<file path="config.mk">
export PLATFORM = sky130hd
export DESIGN_NAME = uart_tx
export DESIGN_NICKNAME = d
export VERILOG_FILES = /design/src/rtl/uart_tx.sv
export SDC_FILE = /design/constraint.sdc
export NUM_CORES = 1
export LEC_CHECK = 0
export BUFFER_PORTS_ARGS = -buffer_cell sky130_fd_sc_hd__buf_2
export CELL_PAD_IN_SITES_DETAIL_PLACEMENT = 0
export CELL_PAD_IN_SITES_GLOBAL_PLACEMENT = 1
export CORE_ASPECT_RATIO = 1.25
export CORE_MARGIN = 2
export CORE_UTILIZATION = 48
export DETAILED_ROUTE_END_ITERATION = 7
export PLACE_DENSITY = 0.81
export SETUP_SLACK_MARGIN = 0.2
export SYNTH_ARGS = -nofsm -noshare
export SYNTH_HDL_FRONTEND = slang
export SYNTH_SLANG_ARGS = --single-unit
</file>
<file path="constraint.sdc">
create_clock -name CLK -period 3.3 [get_ports CLK]
set_input_delay 0.66 -clock CLK [delete_from_list [all_inputs] [get_ports CLK]]
set_output_delay 0.66 -clock CLK [all_outputs]
set_load 0.02 [all_outputs]
</file>
<file path="src/rtl/uart_tx.sv">
`default_nettype none
// ============================================================================
//  Module      : uart_tx
//  Description : Byte-wide 8N1 UART transmitter with a registered, glitch-free
//                TX line and a BUSY flag covering the whole frame.
//  Revision    : 1.0  initial release
// ============================================================================
module uart_tx #(
    parameter int CLKS_PER_BIT = 217
) (
    input  logic       CLK,
    input  logic       RST_N,
    input  logic [7:0] IN,
    input  logic       LOAD,
    output logic       TX,
    output logic       BUSY
);

    localparam int c_bw = (CLKS_PER_BIT > 1) ? $clog2(CLKS_PER_BIT) : 1;
    localparam logic [c_bw-1:0] c_baud_last = c_bw'(CLKS_PER_BIT - 1);

    typedef enum logic [1:0] {
        S_IDLE  = 2'd0,
        S_START = 2'd1,
        S_DATA  = 2'd2,
        S_STOP  = 2'd3
    } t_state;

    t_state          r_state, w_state_next;
    logic [c_bw-1:0] r_baud,  w_baud_next;
    logic [2:0]      r_bit,   w_bit_next;
    logic [7:0]      r_shift, w_shift_next;
    logic            r_tx,    w_tx_next;
    logic            w_bit_done;

    always_ff @(posedge CLK or negedge RST_N) begin
        if (!RST_N) begin
            r_state <= S_IDLE;
            r_baud  <= '0;
            r_bit   <= '0;
            r_shift <= '0;
            r_tx    <= 1'b1;
        end else begin
            r_state <= w_state_next;
            r_baud  <= w_baud_next;
            r_bit   <= w_bit_next;
            r_shift <= w_shift_next;
            r_tx    <= w_tx_next;
        end
    end

    assign w_bit_done = (r_baud == c_baud_last);

    always_comb begin
        w_state_next = r_state;
        w_baud_next  = r_baud;
        w_bit_next   = r_bit;
        w_shift_next = r_shift;
        unique case (r_state)
            S_IDLE: begin
                if (LOAD) begin
                    w_shift_next = IN;
                    w_baud_next  = '0;
                    w_state_next = S_START;
                end
            end
            S_START: begin
                if (w_bit_done) begin
                    w_baud_next  = '0;
                    w_bit_next   = '0;
                    w_state_next = S_DATA;
                end else begin
                    w_baud_next = r_baud + 1'b1;
                end
            end
            S_DATA: begin
                if (w_bit_done) begin
                    w_baud_next  = '0;
                    w_shift_next = {1'b0, r_shift[7:1]};
                    if (r_bit == 3'd7) begin
                        w_bit_next   = '0;
                        w_state_next = S_STOP;
                    end else begin
                        w_bit_next = r_bit + 1'b1;
                    end
                end else begin
                    w_baud_next = r_baud + 1'b1;
                end
            end
            S_STOP: begin
                if (w_bit_done) begin
                    w_baud_next  = '0;
                    w_state_next = S_IDLE;
                end else begin
                    w_baud_next = r_baud + 1'b1;
                end
            end
            default: w_state_next = S_IDLE;
        endcase
    end

    // TX is computed from the next state so the registered pin lines up with it.
    always_comb begin
        w_tx_next = 1'b1;
        unique case (w_state_next)
            S_IDLE:  w_tx_next = 1'b1;
            S_START: w_tx_next = 1'b0;
            S_DATA:  w_tx_next = w_shift_next[0];
            S_STOP:  w_tx_next = 1'b1;
            default: w_tx_next = 1'b1;
        endcase
    end

    assign TX   = r_tx;
    assign BUSY = (r_state != S_IDLE);

endmodule
`default_nettype wire

</file>
Yosys cells after proc, flatten, opt, wreduce, memory -nomap -nowiden

Cells that the tools add are included.

Add/subtract/negate cells: 2
Eq/ne operators: 11
Muxes and demuxes: 17
Reduce and logical (&&, ||, !) cells: 9

Operators with widths:

| kind                                                                  | count |
|---|---|
| 8-bit two-way mux                                                     | 4 |
| 8-bit one-hot mux with 2 select lines                                 | 2 |
| 2-bit two-way mux                                                     | 5 |
| 3-bit two-way mux                                                     | 3 |
| 8-bit by 1-bit adder with 8-bit output, second input constant         | 1 |
| 2-bit equality test, second input constant                            | 4 |
| 8-bit equality test, second input constant                            | 1 |
| 2-bit one-hot mux with 4 select lines                                 | 1 |
| 2-bit inequality test, second input constant                          | 3 |
| 3-bit one-hot mux with 2 select lines                                 | 1 |
| 3-bit AND reduction                                                   | 2 |
| 2-bit nonzero test                                                    | 3 |
| 2-bit by 1-bit equality test with 1-bit output, second input constant | 2 |
| 2-bit logical NOT                                                     | 2 |
| 3-bit by 1-bit adder with 3-bit output, second input constant         | 1 |
| 3-bit equality test, second input constant                            | 1 |
| 1-bit one-hot mux with 3 select lines                                 | 1 |
| 3-bit OR reduction                                                    | 1 |
| 2-bit OR reduction                                                    | 1 |

Bits in registers: 22
Bits of input ports: 11
Output and inout port bits: 2
Word-level logic and storage cells: 45

Depth between registers and ports, before layout

Gate-level depths: netlist (run 1).

Word-level depth: 7
Gate-level depth with buffers: 10
Gate-level depth less buffers: 10

Worst setup path before layout (run 1)

OpenSTA, ideal clock, no wires.

Path kind: reg2reg
From: reg r_baud[0]
To: reg r_tx (netlist: TX)
Setup time: 76 ps
Arrival: 1933 ps
Data required time: 3224 ps
Slack: 1291 ps
Stages on the path, launching flop included: 11
Path buffers: 0
Period minus slack after synthesis: 2009 ps
Path through: dfrtp_1 > inv_1 > ha_1 > nand4_1 > nor3_1 > nand2_1 > xnor2_1 > ha_1 > a31oi_1 > o211a_1 > nor3_2

Word-level cells in the longest chain between the ends: 6
Elaborated cells on any way between the ends: 13
Classes of those cells: 4 x eq/ne; 7 x mux; 2 x reduce/logical

RTL lines:

| what                                                     | line       | RTL |
|---|---|---|
| start, declared                                          | 30         | `logic [c_bw-1:0] r_baud, w_baud_next;` |
| start signal, assigned                                   | 45         | `r_baud <= w_baud_next;` |
| 8-bit equality test *                                    | 52         | `assign w_bit_done = (r_baud == c_baud_last);` |
| 2-bit two-way mux (on tied branches)                     | 91, 68, 77 |  |
| 2-bit one-hot mux with 4 select lines *                  | 59         | `unique case (r_state)` |
| named net w_state_next[1]                                | 29         | `t_state r_state, w_state_next;` |
| 2-bit equality test or 2-bit logical NOT (tied branches) | 105        | `unique case (w_state_next)` |
| 2-bit OR reduction (no line)                             | -          |  |
| 1-bit one-hot mux with 3 select lines *                  | 105        |  |
| named net w_tx_next                                      | 33         | `logic r_tx, w_tx_next;` |
| end signal, assigned                                     | 48         | `r_tx <= w_tx_next;` |
| end, declared                                            | 33         |  |

The timed path passes the listed nets; every way through them passes the cells marked *. The select of a mux whose other input is x is not followed.
A chain may end at the register's enable or synchronous reset.

Worst setup path after layout (run 1)

From: reg r_state[1]
To: out BUSY

Word-level cells in the longest chain between the ends: 1

RTL lines:

| what                   | line | RTL |
|---|---|---|
| start, declared        | 29   |  |
| start signal, assigned | 44   | `r_state <= w_state_next;` |
| 2-bit nonzero test     | 115  | `assign BUSY = (r_state != S_IDLE);` |
| end, declared          | 16   | `output logic BUSY` |

No other way between the ends.

==> flow_summary_export.csv, run 1 <==
group,metric,value,unit
outcome,outcome,"completed",
route,drtPass1Iterations,4,
route,vias,964,
grt,grt_pass1_vias,954,
clock_tree,numCtsBuffers,3,
pwr,power_leakage,0.646,nW
grt,grtUsageTotal,18.6,%
synth,synth_area_leaders,"dfrtp_1, ha_1, a221o_1",
timing,post-route-period-util,74.3,%
setup_path,worstSetupEndpointType,"primary output",
setup_path,path_class,"register to primary output",
timing,worst_hold_slack,0.290,ns
route,ant_nets,0,
die,core_area,2430,µm²
clock_tree,ctsHtreeMaxLevel,1,
final_layout,layout-drive-gt1-share,16.2,%
timing,grt_setup_unrepaired,"no",
grt,grt_antenna_before_repair,0,
timing,finalSetupViolations,0,
timing,final_max_slew_viol_count,0,
route,wl_per_cell,14.7,µm
timing,hold_viol,0,
worst_hold_path,worstHoldPathType,"input port to asynchronous set/reset pin",
pwr,internal-power,640,µW
clock_tree,cts_num_sinks,22,
die,die_y,60.6,µm
synth,yosysMostFrequentCell,"dfrtp_1",
place,hpwl,1680,µm
place,globalplace.congestion,0.770,
clock_tree,cts_tree,"built",
clock_tree,cts_hold_buf,0,
synth,yosys.area.top_type,"dfrtp_1",
timing,fin_setup_tns,0,ns
synth,synth_top_area_share,42.7,%
die,pin_count,13,
pwr,p_switching,318,µW
pwr,p_per_area,716,nW/µm²
route,met2_length,1060,µm
synth,synthAdderAreaFrac,6.10,%
timing,fmax,408,MHz
synth,synthTopCellsByCount,"dfrtp_1, nand2_1, and3_1, nand3_1",
clock_tree,cts_resized,0,
synth,seq_area_frac_synth,44.9,%
route,drt_iter0_markers,15,
die,initial_core_util,50.7,%
setup_path,r2r_cells,10,
timing,worst_pin_slew,0.825,ns
synth,synth_ff_type,"dfrtp_1",
grt,grt_max_degree,23,
synth,synth_compound_area_share,20.1,%
route,wl_met1,1220,µm
pwr,p_clk_share,21.3,%
route,route.detailed.drc,0,
clock_tree,clockBufferDepth,2,
setup_path,reg2reg_from,"r_baud[1]",
timing,max_slew_margin,45.0,%
synth,synth_edf_count,0,
die,die_w,49.3,µm
final_layout,area_growth,8.75,%
clock_tree,postCtsSetupBuffers,0,
clock_tree,clock_latency,0.31,ns
route,drt-total-wl,2400,µm
setup_path,crit_path_max_incr_delay,0.53,ns
route,routed.top_layer,"met4",
job,drv_cap,0,
final_layout,diodes,0,
synth,syn_area_per_cell,10.2,µm²
clock_tree,clk_pin_slew,0.13,ns
setup_path,cp.arrival,1.79,ns
setup_path,worstReg2RegEnd,"TX",
grt,overflow,0,
synth,synth-simple-area-share,20.9,%
pwr,netSwitchingFraction,33.2,%
pwr,worst_ir_drop_vdd,395,µV
timing,fin_crit,2.45,ns
place,place.port_buffers,12,
final_layout,fin_nets,148,
synth,synth_xor_xnor_area_share,2.14,%
pwr,p_total,958,µW
route,wl_met3,77,µm
setup_path,cp_cell_sequence,"nor2_2 -> inv_1 -> buf_2",
synth,synth.net_count,138,
route,vias_per_cell,5.91,
pwr,seqPwrFrac,51.2,%
synth,synth_seq_cells,22,
synth,yosysWarnings,0,
clock_tree,cts-root-buf,"clkbuf_4",
setup_path,cp_max_fo,14,
synth,synth_cells,121,
synth,synthMuxAreaShare,0.916,%
setup_path,cp-start-kind,"register",
grt,grt_pass1_wl,4160,µm
synth,synth_top_family_by_area,"simple AND/OR/NAND/NOR gates",
synth,ys_types,34,
die,rows,20,
setup_path,cp_slowest_cell,"dfrtp_1",
setup_path,r2r_slack,1.03,ns
synth,async_flop_share,100,%
pwr,pwr-share-comb,27.5,%
timing,finalClockSkew,0.0122,ns
synth,syn_area,1230,µm²
die,dieArea,2990,µm²
setup_path,critPathLaunch,"r_state[1]",
setup_path,cp.required,2.64,ns
==> sequential cells by signal, indices dropped and copies added, names as in the netlist <==
register and flops:
r_baud 8, r_shift 8, r_bit 3, r_state 2
TX 1
==> final cells by class <==
| class | count | area (µm²) |
|---|---|---|
| Inverter | 4 | 15.0 |
| Clock inverter | 1 | 30.0 |
| Clock buffer | 3 | 22.5 |
| Timing Repair Buffer | 12 | 60.1 |
| Tap cell | 33 | 41.3 |
| Fill cell | 226 | 1090 |
| Sequential cell | 22 | 552 |
| Multi-Input combinational cell | 88 | 617 |
==> cells by family (layout without fill, tap and decap cells) <==
family | Yosys count | in the layout
compound gates | 32 | 32
xor+xnor | 3 | 3
fa+ha+maj | 6 | 6
buf+inv | 11 | 20
flops | 22 | 22
mux | 1 | 1
simple gates | 46 | 46
==> metal layers <==
layer / up-vias / GRT usage [%]
met1: 469 / 22.7
met5: - / 0
met4: 0 / 8.57
li1: 474 / -
met3: 5 / 2.96
met2: 16 / 32.6
==> power by group through the flow <==
stage                     sequential [mW]  clock (mW)  combinational, mW
after global routing                0.508       0.223              0.304
after floorplan                     0.443           0              0.254
after detailed placement            0.494           0              0.265
after global placement              0.489           0              0.256
after CTS                           0.488       0.212              0.267
final                               0.490       0.204              0.264
==> layout by cell type (no fill, tap or decap), drive strengths merged <==
master | Yosys | final
nand3 | 7 | 7
a22o | 5 | 5
ha | 6 | 6
nand2 | 12 | 12
a41oi | 2 | 2
o211a | 1 | 1
nor3 | 3 | 3
buf | 6 | 12
nor2 | 4 | 4
mux2 | 1 | 1
and4b | 2 | 2
and3b | 1 | 1
a31oi | 6 | 6
a221o | 6 | 6
o211ai | 1 | 1
xor2 | 1 | 1
nand4 | 1 | 1
xnor2 | 2 | 2
and2 | 1 | 1
dfstp | 1 | 1
bufinv | 0 | 1
or4 | 1 | 1
o21ai | 5 | 5
nand2b | 3 | 3
a311o | 1 | 1
and3 | 9 | 9
a21oi | 5 | 5
clkbuf | 1 | 3
dfrtp | 21 | 21
nand3b | 2 | 2
inv | 4 | 4
==> worst max-delay path: cells and delay by family, from the launching register on <==
| kind | cells | cell delay (ns) |
|---|---|---|
| AND/OR/NAND/NOR | 1 | 0.52 |
| buffers and inverters | 2 | 0.45 |
| flip-flops | 1 | 0.53 |
==> metrics by stage <==
| stage | area [µm²] | std cells | setup WS, ns | utilization (%) |
|---|---|---|---|---|
| 2_1_floorplan | 1230 | 121 | 1.29 | - |
| 3_3_place_gp | 1280 | 159 | 1.16 | 52.9 |
| 3_5_place_dp | 1280 | 159 | 1.05 | 52.9 |
| 4_1_cts | 1340 | 163 | 0.861 | 55.1 |
| 5_1_grt | 1340 | 163 | 0.712 | 55.1 |
| 6_report | 1340 | 163 | 0.847 | 55.1 |
==> how the worst max path moves through the flow <==
stage,cells after the start,slack (ns),to
detailed placement,10,1.05,TX
floorplan,10,1.29,TX
finish,3,0.85,BUSY
global placement,10,1.16,TX
CTS,3,0.86,BUSY
global route,3,0.71,BUSY
Note: power is estimated with default switching activity, not from simulation.
==> inputs of run 2 (changes only) <==
Settings changed: CORE_UTILIZATION 48 to 44, PLACE_DENSITY 0.81 to 0.75.
Clock period 3.3 ns to 2.46 ns, I/O delays scaled along.
==> flow_summary_export.csv, run 2 (same netlist as run 1, synthesis figures left out) <==
group,metric,value,unit
setup_path,cp.arrival,2.39,ns
timing,hold_viol,0,
route,vias_per_cell,5.83,
timing,fmax,468,MHz
pwr,pwr-share-comb,32.0,%
outcome,outcome,"completed",
job,drv_cap,0,
setup_path,critPathLaunch,"r_baud[0]",
clock_tree,ctsHtreeMaxLevel,1,
final_layout,area_growth,15.7,%
setup_path,worstReg2RegEnd,"TX",
pwr,seqPwrFrac,47.8,%
clock_tree,clockBufferDepth,2,
grt,grt_pass1_vias,1006,
route,drt_iter0_markers,40,
pwr,p_clk_share,20.2,%
die,pin_count,13,
pwr,internal-power,913,µW
pwr,netSwitchingFraction,33.4,%
die,die_y,63.1,µm
pwr,p_per_area,964,nW/µm²
grt,grt_pass1_wl,4440,µm
place,hpwl,1740,µm
worst_hold_path,worstHoldPathType,"input port to asynchronous set/reset pin",
pwr,power_leakage,0.698,nW
clock_tree,cts_tree,"built",
die,initial_core_util,45.9,%
place,pre_cts_ws,0.193,ns
die,die_w,51.3,µm
final_layout,diodes,0,
clock_tree,numCtsBuffers,3,
timing,finalSetupViolations,0,
final_layout,fin_nets,156,
route,drt-total-wl,2570,µm
final_layout,biggestRegsByFlops,"r_baud: 8 flops, r_shift: 8 flops, r_bit: 3 flops",
timing,finalClockSkew,0.00266,ns
setup_path,crit_end,"TX",
clock_tree,clock_latency,0.31,ns
grt,grtUsageTotal,17.8,%
die,core_area,2680,µm²
pwr,p_switching,458,µW
grt,grt_antenna_before_repair,0,
timing,final_max_slew_viol_count,0,
setup_path,worstSetupEndpointType,"register",
grt,overflow,0,
setup_path,reg2reg_from,"r_baud[0]",
setup_path,cp.required,2.72,ns
route,route.detailed.drc,0,
route,ant_nets,0,
route,wl_per_cell,14.9,µm
timing,post-route-period-util,86.9,%
timing,worst_hold_slack,0.123,ns
clock_tree,cts_num_sinks,22,
timing,worst_pin_slew,0.488,ns
timing,fin_crit,2.14,ns
setup_path,path_class,"register to register",
final_layout,layout-drive-gt1-share,24.6,%
pwr,worst_ir_drop_vdd,484,µV
die,rows,21,
grt,grt_max_degree,23,
die,dieArea,3240,µm²
clock_tree,cts-root-buf,"clkbuf_4",
setup_path,r2r_cells,10,
timing,setup_slack,0.322,ns
clock_tree,cts_hold_buf,0,
route,vias,1003,
setup_path,r2r_slack,0.32,ns
route,drtPass1Iterations,4,
timing,fin_setup_tns,0,ns
place,place.port_buffers,12,
final_layout,layout_commonest_cell,"dfrtp_1",
setup_path,cp-start-kind,"register",
setup_path,cp_max_fo,4,
final_layout,final_cell_mix,"dfrtp_1, buf_2, nand2_1, and3_1, buf_4",
clock_tree,clk_pin_slew,0.13,ns
place,globalplace.congestion,0.786,
timing,max_slew_margin,67.4,%
timing,grt_setup_unrepaired,"yes",
[run 2: worst min path at each step]
stage / startpoint / endpoint / slack [ns]
2_1_floorplan: RST_N / r_baud[0] / 0.20
3_3_place_gp: RST_N / r_state[1] / 0.48
3_5_place_dp: RST_N / r_state[1] / 0.49
4_1_cts: RST_N / r_state[0] / 0.13
5_1_grt: RST_N / r_shift[0] / 0.15
6_report: RST_N / r_shift[0] / 0.12
[run 2: repair_timing]
action | in CTS | in global routing
setup endpoints to repair | 1 | 1
resized for setup | 1 | 5
pin swaps | 0 | 6
buffers inserted | 0 | 6
[run 2: routing by layer]
metal | GRT usage, % | vias to the layer above | wire length (µm)
met3 | 2.84 | 4 | 55
met5 | 0 | - | 0
met1 | 23.8 | 498 | 1160
li1 | - | 488 | -
met4 | 6.91 | 0 | 28
met2 | 28.6 | 13 | 1330
[run 2: area by class of cell]
class | instances | area, µm²
tap | 34 | 42.5
multi-input combinational | 88 | 641
timing repair buffer | 20 | 120
clock inverter | 1 | 30.0
sequential | 22 | 552
inverter | 4 | 15.0
clock buffer | 3 | 22.5
fill | 256 | 1260
[run 2: metrics by stage]
| stage | utilization (%) | cells | cell area, µm² | total power, mW |
|---|---|---|---|---|
| after floorplan | - | 121 | 1230 | 0.935 |
| after global placement | 48.6 | 162 | 1300 | 1.01 |
| after detailed placement | 48.6 | 162 | 1300 | 1.02 |
| after CTS | 50.7 | 166 | 1360 | 1.31 |
| after global routing | 53.1 | 172 | 1420 | 1.49 |
| final | 53.1 | 172 | 1420 | 1.37 |
[run 2: worst max-delay path, cell delays in order (launching register included)]
cell and delay, ns:
dfrtp_1 0.41, inv_1 0.06, ha_2 0.16, nand4_1 0.18, nor3_4 0.28, nand2_2 0.12, xnor2_2 0.17, ha_1 0.33
a31oi_1 0.16, o211a_1 0.18, nor3_2 0.05
[run 2: power groups by stage]
stage	Sequential [mW]	Clock (mW)	Combinational, mW
6_report	0.655	0.277	0.438
5_1_grt	0.678	0.301	0.506
4_1_cts	0.657	0.286	0.363
3_5_place_dp	0.665	0	0.355
3_3_place_gp	0.658	0	0.348
2_1_floorplan	0.595	0	0.340
==> inputs of run 3 (changes only) <==
Settings changed: PLACE_DENSITY 0.75 to 0.86.
==> flow_summary_export.csv, run 3 (same netlist as run 1, synthesis figures left out) <==
group,metric,value,unit
setup_path,crit_end,"TX",
timing,finalClockSkew,0.00269,ns
route,drt_iter0_markers,38,
setup_path,cp.depth,10,
timing,final_max_slew_viol_count,0,
final_layout,multi_input_area,638,µm²
setup_path,cpMostUsedCell,"ha_1",
final_layout,layout-drive-gt1-share,21.5,%
setup_path,crit_path_max_incr_delay,0.43,ns
final_layout,biggestRegsByFlops,"r_baud: 8 flops, r_shift: 8 flops, r_bit: 3 flops",
pwr,worst_ir_drop_vdd,521,µV
setup_path,r2r_cells,10,
grt,grt_pass1_vias,960,
die,dieArea,3240,µm²
setup_path,cp_max_fo,4,
place,hpwl,1780,µm
setup_path,cp-start-kind,"register",
route,wl_per_cell,14.8,µm
die,die_y,63.1,µm
die,rows,21,
timing,hold_viol,0,
final_layout,fin_nets,153,
timing,grt_setup_unrepaired,"no",
final_layout,final_cell_mix,"dfrtp_1, buf_2, nand2_1, and3_1, nand3_1",
setup_path,r2r_slack,0.34,ns
pwr,p_per_area,909,nW/µm²
setup_path,reg2reg_from,"r_baud[0]",
timing,fin_setup_tns,0,ns
clock_tree,cts_num_sinks,22,
route,drtPass1Iterations,4,
grt,grt_antenna_before_repair,0,
grt,overflow,0,
timing,worst_pin_slew,0.475,ns
clock_tree,ctsHtreeMaxLevel,1,
timing,fin_crit,2.12,ns
setup_path,cp.required,2.71,ns
place,globalplace.congestion,0.763,
final_layout,layout_commonest_cell,"dfrtp_1",
final_layout,nFillCells,261,
route,ant_nets,0,
outcome,outcome,"completed",
final_layout,area.sequential,552,µm²
final_layout,utilization,51.5,%
place,place.port_buffers,12,
setup_path,cp_slowest_cell,"dfrtp_1",
grt,grt_max_degree,23,
clock_tree,numCtsBuffers,3,
grt,grtUsageTotal,17.2,%
pwr,power_leakage,0.681,nW
clock_tree,clockBufferDepth,2,
clock_tree,clk_pin_slew,0.12,ns
timing,finalSetupViolations,0,
setup_path,crit_family,"simple AND/OR/NAND/NOR gates",
setup_path,cp_cell_sequence,"inv_1 -> ha_1 -> nand4_1 -> nor3_4 -> nand2_2 -> xnor2_2 -> ha_1 -> a31oi_1 -> o211a_1 -> nor3_2",
grt,grt_pass1_wl,4240,µm
clock_tree,clock_latency,0.30,ns
timing,max_slew_margin,68.3,%
die,core_area,2680,µm²
route,drt-total-wl,2510,µm
clock_tree,cts_tree,"built",
route,vias_per_cell,5.86,
route,vias,991,
worst_hold_path,worstHoldPathType,"input port to asynchronous set/reset pin",
route,route.detailed.drc,0,
timing,fmax,473,MHz
setup_path,crit_buf_inv,1,
setup_path,cp.arrival,2.36,ns
setup_path,worstSetupEndpointType,"register",
setup_path,path_class,"register to register",
die,initial_core_util,45.9,%
final_layout,diodes,0,
die,die_w,51.3,µm
final_layout,area_growth,12.3,%
job,drv_cap,0,
setup_path,critPathLaunch,"r_baud[0]",
die,pin_count,13,
clock_tree,cts-root-buf,"clkbuf_4",
timing,post-route-period-util,86.0,%
setup_path,worstReg2RegEnd,"TX",
## run 3: cell count changes in the layout (fill, tap and decap cells not counted), sizes merged
cell,before,now
buf,20,17
bufinv,1,0
clkbuf,3,4
## run 3: what timing repair did
item                                   CTS  global route
buffers inserted                         0             3
resized for setup                        0             4
setup endpoints to repair                0             1
endpoints found under the hold margin    0             0
hold buffers                             0             0
## run 3: metal layers
layer  share of wire, %  track usage [%]
met1                 45             23.5
met5                  0                0
met3                2.3             1.42
met4               0.80             7.57
met2                 52             27.6
## run 3: per-stage QoR
stage	std cells	area, µm²	total power, mW	setup WS [ns]	hold slack [ns]
after floorplan	121	1230	0.935	0.451	0.196
after global placement	162	1300	1.00	0.331	0.476
after detailed placement	162	1300	1.02	0.255	0.484
after CTS	166	1340	1.22	0.242	0.144
after global routing	169	1380	1.35	0.209	0.152
final	169	1380	1.26	0.344	0.130
## run 3: worst min path at each step
stage                     cells past startpoint  slack [ns]  start         end
after floorplan                               0        0.20  RST_N   r_baud[0]
after global placement                        1        0.48  RST_N  r_shift[2]
after detailed placement                      1        0.48  RST_N  r_shift[2]
after CTS                                     1        0.14  RST_N  r_shift[2]
after global routing                          1        0.15  RST_N  r_shift[2]
final                                         1        0.13  RST_N  r_shift[1]
## run 3: area by class of cell
cell class / count / share of cell area [%]
clock buffers: 4 / 2.63
inverters: 4 / 1.09
multi-input cells: 88 / 46.2
flip-flops and latches: 22 / 39.9
well taps: 34 / 3.08
repair buffers: 17 / 7.07
## run 3: power by group
part	switching, mW	leakage [nW]	total [mW]	internal, mW
combinational	0.180	0.392	0.401	0.221
sequential	0.163	0.268	0.662	0.499
clock	0.102	0.0210	0.193	0.0902
total	0.445	0.681	1.26	0.810
